**config.mk**
```make
export PLATFORM = sky130hd
export DESIGN_NAME = alu_regfile_sequencer
export DESIGN_NICKNAME = d
export VERILOG_FILES = /design/src/rtl/mips_pkg.sv /design/src/rtl/alu_decode.sv /design/src/rtl/alu_regfile_sequencer.sv
export SDC_FILE = /design/constraint.sdc
export NUM_CORES = 1
export LEC_CHECK = 0
export BUFFER_PORTS_ARGS = -buffer_cell sky130_fd_sc_hd__buf_2
export CELL_PAD_IN_SITES_DETAIL_PLACEMENT = 0
export CELL_PAD_IN_SITES_GLOBAL_PLACEMENT = 2
export CORE_MARGIN = 5
export CORE_UTILIZATION = 29
export DETAILED_ROUTE_END_ITERATION = 10
export HOLD_SLACK_MARGIN = 0.1
export PLACE_DENSITY_LB_ADDON = 0.2
export REMOVE_ABC_BUFFERS = 1
export SLEW_MARGIN = 20
export SYNTH_ARGS = -nofsm -noshare
export SYNTH_HDL_FRONTEND = slang
export SYNTH_HIERARCHICAL = 1
export SYNTH_SLANG_ARGS = --single-unit
export TNS_END_PERCENT = 50
```
**constraint.sdc**
```tcl
create_clock -name clk -period 1.6 [get_ports clk]
set_input_delay 0 -clock clk [delete_from_list [all_inputs] [get_ports clk]]
set_output_delay 0 -clock clk [all_outputs]
set_load 0.03 [all_outputs]
```
**src/rtl/mips_pkg.sv**
```systemverilog
// Shared MIPS integer-datapath definitions: opcodes, funct codes, ALU control
// codes, the execute-sequencer state type and immediate-extension helpers.
package mips_pkg;

   localparam int DATA_W = 32;
   localparam int REG_AW = 5;
   localparam int ALU_CW = 4;

   localparam logic [5:0] OP_RTYPE = 6'h00;
   localparam logic [5:0] OP_ADDI  = 6'h08;
   localparam logic [5:0] OP_SLTI  = 6'h0A;
   localparam logic [5:0] OP_ANDI  = 6'h0C;
   localparam logic [5:0] OP_ORI   = 6'h0D;

   localparam logic [5:0] FN_ADD = 6'h20;
   localparam logic [5:0] FN_SUB = 6'h22;
   localparam logic [5:0] FN_AND = 6'h24;
   localparam logic [5:0] FN_OR  = 6'h25;
   localparam logic [5:0] FN_NOR = 6'h27;
   localparam logic [5:0] FN_SLT = 6'h2A;

   localparam logic [ALU_CW-1:0] ALU_AND = 4'b0000;
   localparam logic [ALU_CW-1:0] ALU_OR  = 4'b0001;
   localparam logic [ALU_CW-1:0] ALU_ADD = 4'b0010;
   localparam logic [ALU_CW-1:0] ALU_SUB = 4'b0110;
   localparam logic [ALU_CW-1:0] ALU_SLT = 4'b0111;
   localparam logic [ALU_CW-1:0] ALU_NOR = 4'b1100;

   typedef enum logic [1:0] {
      ST_IDLE = 2'd0,
      ST_READ = 2'd1,
      ST_EXEC = 2'd2,
      ST_WB   = 2'd3
   } seq_state_t;

   function automatic logic [DATA_W-1:0] sign_ext16(input logic [15:0] v);
      return {{(DATA_W-16){v[15]}}, v};
   endfunction

   function automatic logic [DATA_W-1:0] zero_ext16(input logic [15:0] v);
      return {{(DATA_W-16){1'b0}}, v};
   endfunction

endpackage

```
**src/rtl/alu_decode.sv**
```systemverilog
// Combinational MIPS decode: instruction word to ALU control code, register
// fields, destination, immediate operand and an illegal-instruction flag.
module alu_decode
   import mips_pkg::*;
(
   input  logic [31:0]       instr,
   output logic [ALU_CW-1:0] alu_ctrl,
   output logic [REG_AW-1:0] rs,
   output logic [REG_AW-1:0] rt,
   output logic [REG_AW-1:0] dest,
   output logic              use_imm,
   output logic [DATA_W-1:0] imm_ext,
   output logic              illegal
);

   logic [5:0]  opcode;
   logic [5:0]  funct;
   logic [15:0] imm;

   assign opcode = instr[31:26];
   assign funct  = instr[5:0];
   assign imm    = instr[15:0];
   assign rs     = instr[25:21];
   assign rt     = instr[20:16];

   always_comb begin
      alu_ctrl = ALU_ADD;
      dest     = '0;
      use_imm  = 1'b0;
      imm_ext  = sign_ext16(imm);
      illegal  = 1'b0;
      case (opcode)
         OP_RTYPE: begin
            dest = instr[15:11];
            case (funct)
               FN_ADD:  alu_ctrl = ALU_ADD;
               FN_SUB:  alu_ctrl = ALU_SUB;
               FN_AND:  alu_ctrl = ALU_AND;
               FN_OR:   alu_ctrl = ALU_OR;
               FN_NOR:  alu_ctrl = ALU_NOR;
               FN_SLT:  alu_ctrl = ALU_SLT;
               default: illegal  = 1'b1;
            endcase
         end
         OP_ADDI: begin
            dest     = instr[20:16];
            use_imm  = 1'b1;
            alu_ctrl = ALU_ADD;
         end
         OP_SLTI: begin
            dest     = instr[20:16];
            use_imm  = 1'b1;
            alu_ctrl = ALU_SLT;
         end
         // Logical immediates are zero-extended, arithmetic ones sign-extended.
         OP_ANDI: begin
            dest     = instr[20:16];
            use_imm  = 1'b1;
            alu_ctrl = ALU_AND;
            imm_ext  = zero_ext16(imm);
         end
         OP_ORI: begin
            dest     = instr[20:16];
            use_imm  = 1'b1;
            alu_ctrl = ALU_OR;
            imm_ext  = zero_ext16(imm);
         end
         default: illegal = 1'b1;
      endcase
      if (illegal) begin
         dest     = '0;
         alu_ctrl = ALU_ADD;
         use_imm  = 1'b0;
      end
   end

endmodule

```
**src/rtl/alu_regfile_sequencer.sv**
```systemverilog
// Multi-cycle execute controller: accepts one instruction, reads the register
// file, drives the ALU and writes the result back (IDLE->READ->EXEC->WB).
module alu_regfile_sequencer
   import mips_pkg::*;
(
   input  logic              clk,
   input  logic              rst_n,
   input  logic              instr_valid,
   output logic              instr_ready,
   input  logic [31:0]       instr,
   output logic [REG_AW-1:0] rf_r_reg1,
   output logic [REG_AW-1:0] rf_r_reg2,
   input  logic [DATA_W-1:0] rf_r_data1,
   input  logic [DATA_W-1:0] rf_r_data2,
   output logic [REG_AW-1:0] rf_w_reg,
   output logic [DATA_W-1:0] rf_w_data,
   output logic              rf_ctrl_w,
   output logic [ALU_CW-1:0] alu_ctrl,
   output logic [DATA_W-1:0] alu_in1,
   output logic [DATA_W-1:0] alu_in2,
   input  logic [DATA_W-1:0] alu_out,
   output logic              done,
   output logic              illegal
);

   logic [ALU_CW-1:0] dec_alu_ctrl;
   logic [REG_AW-1:0] dec_rs;
   logic [REG_AW-1:0] dec_rt;
   logic [REG_AW-1:0] dec_dest;
   logic              dec_use_imm;
   logic [DATA_W-1:0] dec_imm_ext;
   logic              dec_illegal;

   seq_state_t        state_reg;
   logic [ALU_CW-1:0] ctrl_reg;
   logic [REG_AW-1:0] dest_reg;
   logic              use_imm_reg;
   logic [DATA_W-1:0] imm_reg;

   alu_decode u_decode (
      .instr    (instr),
      .alu_ctrl (dec_alu_ctrl),
      .rs       (dec_rs),
      .rt       (dec_rt),
      .dest     (dec_dest),
      .use_imm  (dec_use_imm),
      .imm_ext  (dec_imm_ext),
      .illegal  (dec_illegal)
   );

   // alu_in1/alu_in2 double as the opA/opB latches: they are loaded from the
   // read ports at the end of READ and held for exactly the EXEC cycle.
   always_ff @(posedge clk or negedge rst_n) begin
      if (!rst_n) begin
         state_reg   <= ST_IDLE;
         instr_ready <= 1'b1;
         rf_r_reg1   <= '0;
         rf_r_reg2   <= '0;
         rf_w_reg    <= '0;
         rf_w_data   <= '0;
         rf_ctrl_w   <= 1'b0;
         alu_ctrl    <= '0;
         alu_in1     <= '0;
         alu_in2     <= '0;
         done        <= 1'b0;
         illegal     <= 1'b0;
         ctrl_reg    <= '0;
         dest_reg    <= '0;
         use_imm_reg <= 1'b0;
         imm_reg     <= '0;
      end else begin
         done      <= 1'b0;
         illegal   <= 1'b0;
         rf_ctrl_w <= 1'b0;
         case (state_reg)
            ST_IDLE: begin
               if (instr_valid) begin
                  instr_ready <= 1'b0;
                  ctrl_reg    <= dec_alu_ctrl;
                  dest_reg    <= dec_dest;
                  use_imm_reg <= dec_use_imm;
                  imm_reg     <= dec_imm_ext;
                  if (dec_illegal) begin
                     // Skip straight to a non-writing completion.
                     state_reg <= ST_WB;
                     done      <= 1'b1;
                     illegal   <= 1'b1;
                     rf_w_reg  <= '0;
                     rf_w_data <= '0;
                  end else begin
                     state_reg <= ST_READ;
                     rf_r_reg1 <= dec_rs;
                     rf_r_reg2 <= dec_rt;
                  end
               end
            end
            ST_READ: begin
               state_reg <= ST_EXEC;
               rf_r_reg1 <= '0;
               rf_r_reg2 <= '0;
               alu_ctrl  <= ctrl_reg;
               alu_in1   <= rf_r_data1;
               alu_in2   <= use_imm_reg ? imm_reg : rf_r_data2;
            end
            ST_EXEC: begin
               state_reg <= ST_WB;
               alu_ctrl  <= '0;
               alu_in1   <= '0;
               alu_in2   <= '0;
               rf_w_reg  <= dest_reg;
               rf_w_data <= alu_out;
               rf_ctrl_w <= (dest_reg != '0);
               done      <= 1'b1;
            end
            ST_WB: begin
               state_reg   <= ST_IDLE;
               instr_ready <= 1'b1;
               rf_w_reg    <= '0;
               rf_w_data   <= '0;
            end
            default: begin
               state_reg   <= ST_IDLE;
               instr_ready <= 1'b1;
            end
         endcase
      end
   end

endmodule

```
Word level (Yosys, flattened, before mapping)
Cells that the tools add are included.
{ "op_classes": {"eq_ne": 16, "n_reduce_logical": 14, "n_mux": 36} }
{ "ops": {"columns": ["cell", "n"], "rows": [
  ["$mux W32", 4],
  ["$pmux W32 S2", 2],
  ["$pmux W32 S3", 1],
  ["$eq A6 B6 Y1 const B", 6],
  ["$mux W5", 7],
  ["$pmux W5 S2", 3],
  ["$eq A6 B4 Y1 const B", 4],
  ["$pmux W4 S5", 1],
  ["$pmux W4 S4", 1],
  ["$pmux W5 S3", 1],
  ["$mux W1", 8],
  ["$pmux W2 S4", 1],
  ["$pmux W4 S2", 1],
  ["$logic_not A6 Y1", 1],
  ["$ne A2 B2 Y1 const B", 3],
  ["$pmux W1 S2", 3],
  ["$reduce_and A3 Y1", 2],
  ["$reduce_bool A2 Y1", 3],
  ["$reduce_or A6 Y1", 1],
  ["$reduce_bool A5 Y1", 1],
  ["$eq A2 B2 Y1 const B", 2],
  ["$mux W2", 2],
  ["$mux W4", 1],
  ["$reduce_and A2 Y1", 2],
  ["5 further kinds", 5]
]} }
{ "totals": {"register_bits": 163, "in_bits": 131, "word_cells": 82} }

Logic depth before layout (Yosys ltp)
{ "depth": {"ltp_word": 7, "ltp_mapped": 8, "mapped_depth_nobuf": 6} }

Hierarchy
Netlist, hierarchy kept.
{ "modules_own_cells": {"columns": ["mod", "area_per_inst_um2", "seq_area_each_um2", "cells_per_inst", "instances"], "rows": [
  ["alu_regfile_sequencer", 7075.5, 4080.2, 605, 1],
  ["alu_decode", 615.6, 0.0, 86, 1]
]} }

Worst setup path before layout
No wires, ideal clock.
{ "synth_timing": {"kind": "register to register", "startpoint": "reg state_reg[0]", "endpoint": "reg rf_r_reg1[0]", "required_ns": 1.475, "path_buffers": 1, "path_slack_ns": -0.079, "stages_incl_launch_ff": 7, "setup_ns": 0.125, "synth_period_minus_slack_ns": 1.679, "arrival_time_ns": 1.553, "cell_sequence": "dfrtp_1 > inv_1 > ha_1 > and2b_4 > o21ba_1 > buf_6 > mux2_4"} }
{ "synth_via": {"elab_chain_len": 3} }
{ "synth_lines": {"columns": ["element", "line_no", "text"], "rows": [
  ["from (decl)", "alu_regfile_sequencer.sv:34", "seq_state_t state_reg;"],
  ["from (signal assigned)", "alu_regfile_sequencer.sv:55", "state_reg <= ST_IDLE;"],
  ["from (signal assigned)", "alu_regfile_sequencer.sv:85", "state_reg <= ST_WB;"],
  ["from (signal assigned)", "alu_regfile_sequencer.sv:91", "state_reg <= ST_READ;"],
  ["$eq A2 B1 Y1 or $logic_not A2 Y1 (tied branches)", "alu_regfile_sequencer.sv:75", "case (state_reg)"],
  ["$reduce_bool A2 Y1 (no line) or $ne A2 B2 Y1 (tied branches)", null, null],
  ["$reduce_and A3 Y1 (no line)", null, null],
  ["to (signal assigned)", "alu_regfile_sequencer.sv:92", "rf_r_reg1 <= dec_rs;"],
  ["to (decl)", "alu_regfile_sequencer.sv:11", "output logic [REG_AW-1:0] rf_r_reg1,"]
]} }
Parallel ways exist; a longest one is shown, timed or not.
A chain may end at the register's enable or synchronous reset.

Final worst setup path
{ "layout_timing": {"startpoint": "reg state_reg[0]", "endpoint": "reg rf_w_data[25]"} }
{ "layout_via": {"elab_chain_len": 3} }
{ "layout_lines": {"columns": ["element", "line_no", "text"], "rows": [
  ["$eq A2 B2 Y1 or $logic_not A2 Y1 (tied branches)", "alu_regfile_sequencer.sv:75", null],
  ["$reduce_bool A3 Y1 (no line) or $ne A2 B2 Y1 (tied branches)", null, null],
  ["$reduce_and A3 Y1 (no line)", null, null],
  ["to (signal assigned)", "alu_regfile_sequencer.sv:111", "rf_w_data <= alu_out;"],
  ["to (decl)", "alu_regfile_sequencer.sv:16", "output logic [DATA_W-1:0] rf_w_data,"]
]} }
Parallel ways exist; a longest one is shown, timed or not.

==> metrics.md <==
| Metric | Value |
|---|---|
| Outcome | finished, violations left |
| Failing checks | setup timing |
| Global-route wire length before repair | around 36000 µm |
| Distinct cells, synth | 43 |
| Number of instances in the synthesized netlist | between 600 and 700 |
| Number of diodes | 0 |
| Initial antenna violation count | 0 |
| Largest driver fanout on the critical path | 4 |
| H-tree levels | 4 |
| Residual overflow from global routing | 0 |
| Maximum resistive drop on vdd | roughly 0.00087 V |
| Maximum clock rate | slightly below 0.6 GHz |
| Total setup violations reported at the end of the flow | 71 |
| Num CTS Buffers | 17 |
| Power per cell area | 2109 nW/µm² |
| Post-route setup slack | -0.1032 ns |
| Final wirelength | about 22000 µm |
| Core region area | about 26000 µm² |
| Mean routed wirelength per cell | around 16 µm |
| CTS sink cnt | roughly 160 |
| Overall global routing resource usage | 0.1489 |
| Placed cell area | 9324 µm² |
| Post-synth EDFFs | 0 |
| Yosys warning total | 6 |
| Clock transition at the registers of the reported paths | roughly 0.070 ns |
| Flip-flop and latch count after synthesis | ~160 |
| Relative max-transition margin | 0.6990 |
| Clock Path Buffers | 2 |
| Period minus WS final | between 1.5 and 2 ns |
| Worst hold-check slack | about 0.10 ns |
| Period utilisation layout | 1.064 |
| Measured slew at the worst slew-check pin | roughly 0.45 ns |
| Switching fraction of total power | 0.4312 |
| P_sw | around 0.010 W |
| Die boundary height | ~170 µm |
| # DRC | 0 |
| Critical path launch point type | flop |
| Boundary Pins | 250 |
| Detailed-placement wirelength estimate | around 15000 µm |
| Average instance area after synthesis | 11.13 µm² |
| Library cell used as clock root buffer | clkbuf_16 |
| Placement row count | 59 |
| Sort of element at the end of the critical path | flop |
| Total internal power | 0.01384 W |
| Type of the worst min-delay path | input port to flop |
| Fraction of layout cells with a size suffix above 1 | 0.3793 |
| CTS tree | done |
| Fraction of synthesis flops using an asynchronous set or reset pin | 1.000 |
| Fraction of power consumed by sequential logic | 0.285 |
| Most frequent cells in the layout | 248 x buf_2, 161 x dfrtp_1, 127 x dlygate4sd3_1 |
| Fin Clk Skew | 0.01036 ns |
| TritonRoute pass-1 iters | 4 |
| Initial DRC Count | 295 |
| Syn Std Cell Area | ~7700 µm² |
| Clock Power Share | 0.174 |
| Clock latency on the worst-skew pair | 0.43 ns |
| Area of the die | 29880 µm² |
| Last weighted congestion value of the routability-driven placer | roughly 0.72 |
| Sequential fraction of the synthesis area | 0.5305 |
| Leak pwr | approximately 5.7 nW |
| Initial core utilization | 0.2951 |
| Unrepaired setup endpoints after global routing | true |
| Final sum of negative setup slack | -4.137 ns |
| Final Max Tran Viols | 0 |
| Top FF cell, synth | dfrtp_1 |
| Die X-Extent | ~170 µm |
| Reg2Reg Setup Slack | -0.10 ns |
| Post-route insts no fill | 1408 |
| Relative contribution of combinational cells to total power | 0.541 |
| Final design instance area without fill | approximately 12000 µm² |
| Number of vias per cell | 4.306 |
| Via count of the first global-routing pass | between 6000 and 7000 |
| Arrival time of the worst setup path | about 2 ns |
| Most common cell after layout, fill and taps aside | buf_2 |
| Largest net degree at the start of global routing | 52 |
| Reported max-cap violation count | 0 |
| Port Buf Inserts | 249 |
| Worst Setup Path Type | flop to flop |
| Area overhead of the layout relative to synthesis | 50.06% |
| Final hold violation count | 0 |
| Vias post-DR | 6063 |
| Nets@finish | approximately 1200 |
| Count of antenna-violating nets left after detailed routing | 0 |
| Crit path required time | 1.94 ns |
| Number of placed instances, taps included | roughly 1200 |
-- power groups by stage --
stage	clock network [W]	logic [W]	registers, W
after global placement	0	0.0116	0.00700
after global routing	0.00457	0.0143	0.00719
after floorplan	0	0.00390	0.00926
after detailed placement	0	0.0117	0.00702
final	0.00424	0.0132	0.00694
after CTS	0.00441	0.0125	0.00697
-- Yosys cell counts, drive strengths merged, types with 2 or more instances --
| library cell | n | area, µm² |
|---|---|---|
| o21a | 2 | 15.01 |
| nor3b | 2 | 20.02 |
| nand3 | 10 | 50.05 |
| o2bb2ai | 2 | 17.52 |
| ha | 6 | 75.07 |
| o22ai | 34 | 212.7 |
| buf | 63 | 470.5 |
| o21ai | 35 | 175.2 |
| a21boi | 2 | 15.02 |
| clkbuf | 15 | 56.30 |
| and3 | 3 | 18.77 |
| inv | 111 | 416.7 |
| dfrtp | 162 | 4054 |
| nand2 | 42 | 157.7 |
| nand3b | 34 | 255.2 |
| nand2b | 3 | 18.77 |
| nor2 | 4 | 15.01 |
| nor3 | 3 | 20.02 |
| nor2b | 15 | 96.34 |
| mux2i | 73 | 730.7 |
| a21oi | 2 | 10.01 |
| mux2 | 52 | 623.1 |
| a22oi | 6 | 50.05 |
-- area by class of cell --
type	count	area (µm²)
sequential	163	4081
fill	2533	14520
tap	335	419.2
timing repair buffer	428	3237
clock inverter	15	182.7
clock buffer	17	425.4
multi-input combinational	339	2779
inverter	111	416.7
-- worst max-delay path, cell delays in order (launching register included) --
cell	delay, ns
dfrtp_1	0.37
inv_2	0.07
buf_6	0.12
ha_4	0.14
nor2b_4	0.14
nor3_4	0.23
buf_6	0.21
clkbuf_16	0.17
mux2i_1	0.17
-- layer usage --
metal,part of all wire,routed length [µm],GRT usage,vias to the layer above
li1,-,-,-,2999
met1,0.47,10460,0.2020,2893
met2,0.47,10470,0.2356,154
met3,0.052,1168,0.04258,17
met4,0.011,247,0.03832,0
met5,0,0,0,-
-- cell families after synthesis --
family	count (synthesis)	synth area share
flip-flops	163	0.5305
AND/OR/NAND/NOR	121	0.09175
multiplexers	125	0.1760
buffers and inverters	189	0.1227
AO/OA/AOI/OAI	87	0.06930
adder cells (fa/ha/maj)	6	0.009761
-- timing repair --
action                                 4_1_cts  5_1_grt
gates cloned                                 3        4
setup endpoints to repair                   80       89
hold buffers                               126        1
pin swaps                                    2        3
endpoints found under the hold margin      294        2
resized for setup                           18       12
buffers inserted                             1        3
-- through the flow --
stage          worst slack (ns)    util  power, W
2_1_floorplan            -2.298       -   0.01316
3_3_place_gp            -0.1436  0.3578   0.01859
3_5_place_dp            -0.2121  0.3578   0.01869
4_1_cts                -0.05892  0.4350   0.02393
5_1_grt                 -0.1562  0.4429   0.02602
6_report                -0.1032  0.4429   0.02434
-- path summary, 6_finish.rpt --
path | start | cells past startpoint | end
max | state_reg[0] | 8 | rf_w_data[25]
min | instr_valid | 5 | state_reg[1]
min in group asynchronous | rst_n | 3 | rf_r_reg1[2]
max in group asynchronous | rst_n | 4 | alu_in2[6]
min reg2reg | imm_reg[8] | 1 | imm_reg[8]
max reg2reg | state_reg[0] | 8 | rf_w_data[25]
Note: power is estimated with default switching activity, not from simulation.
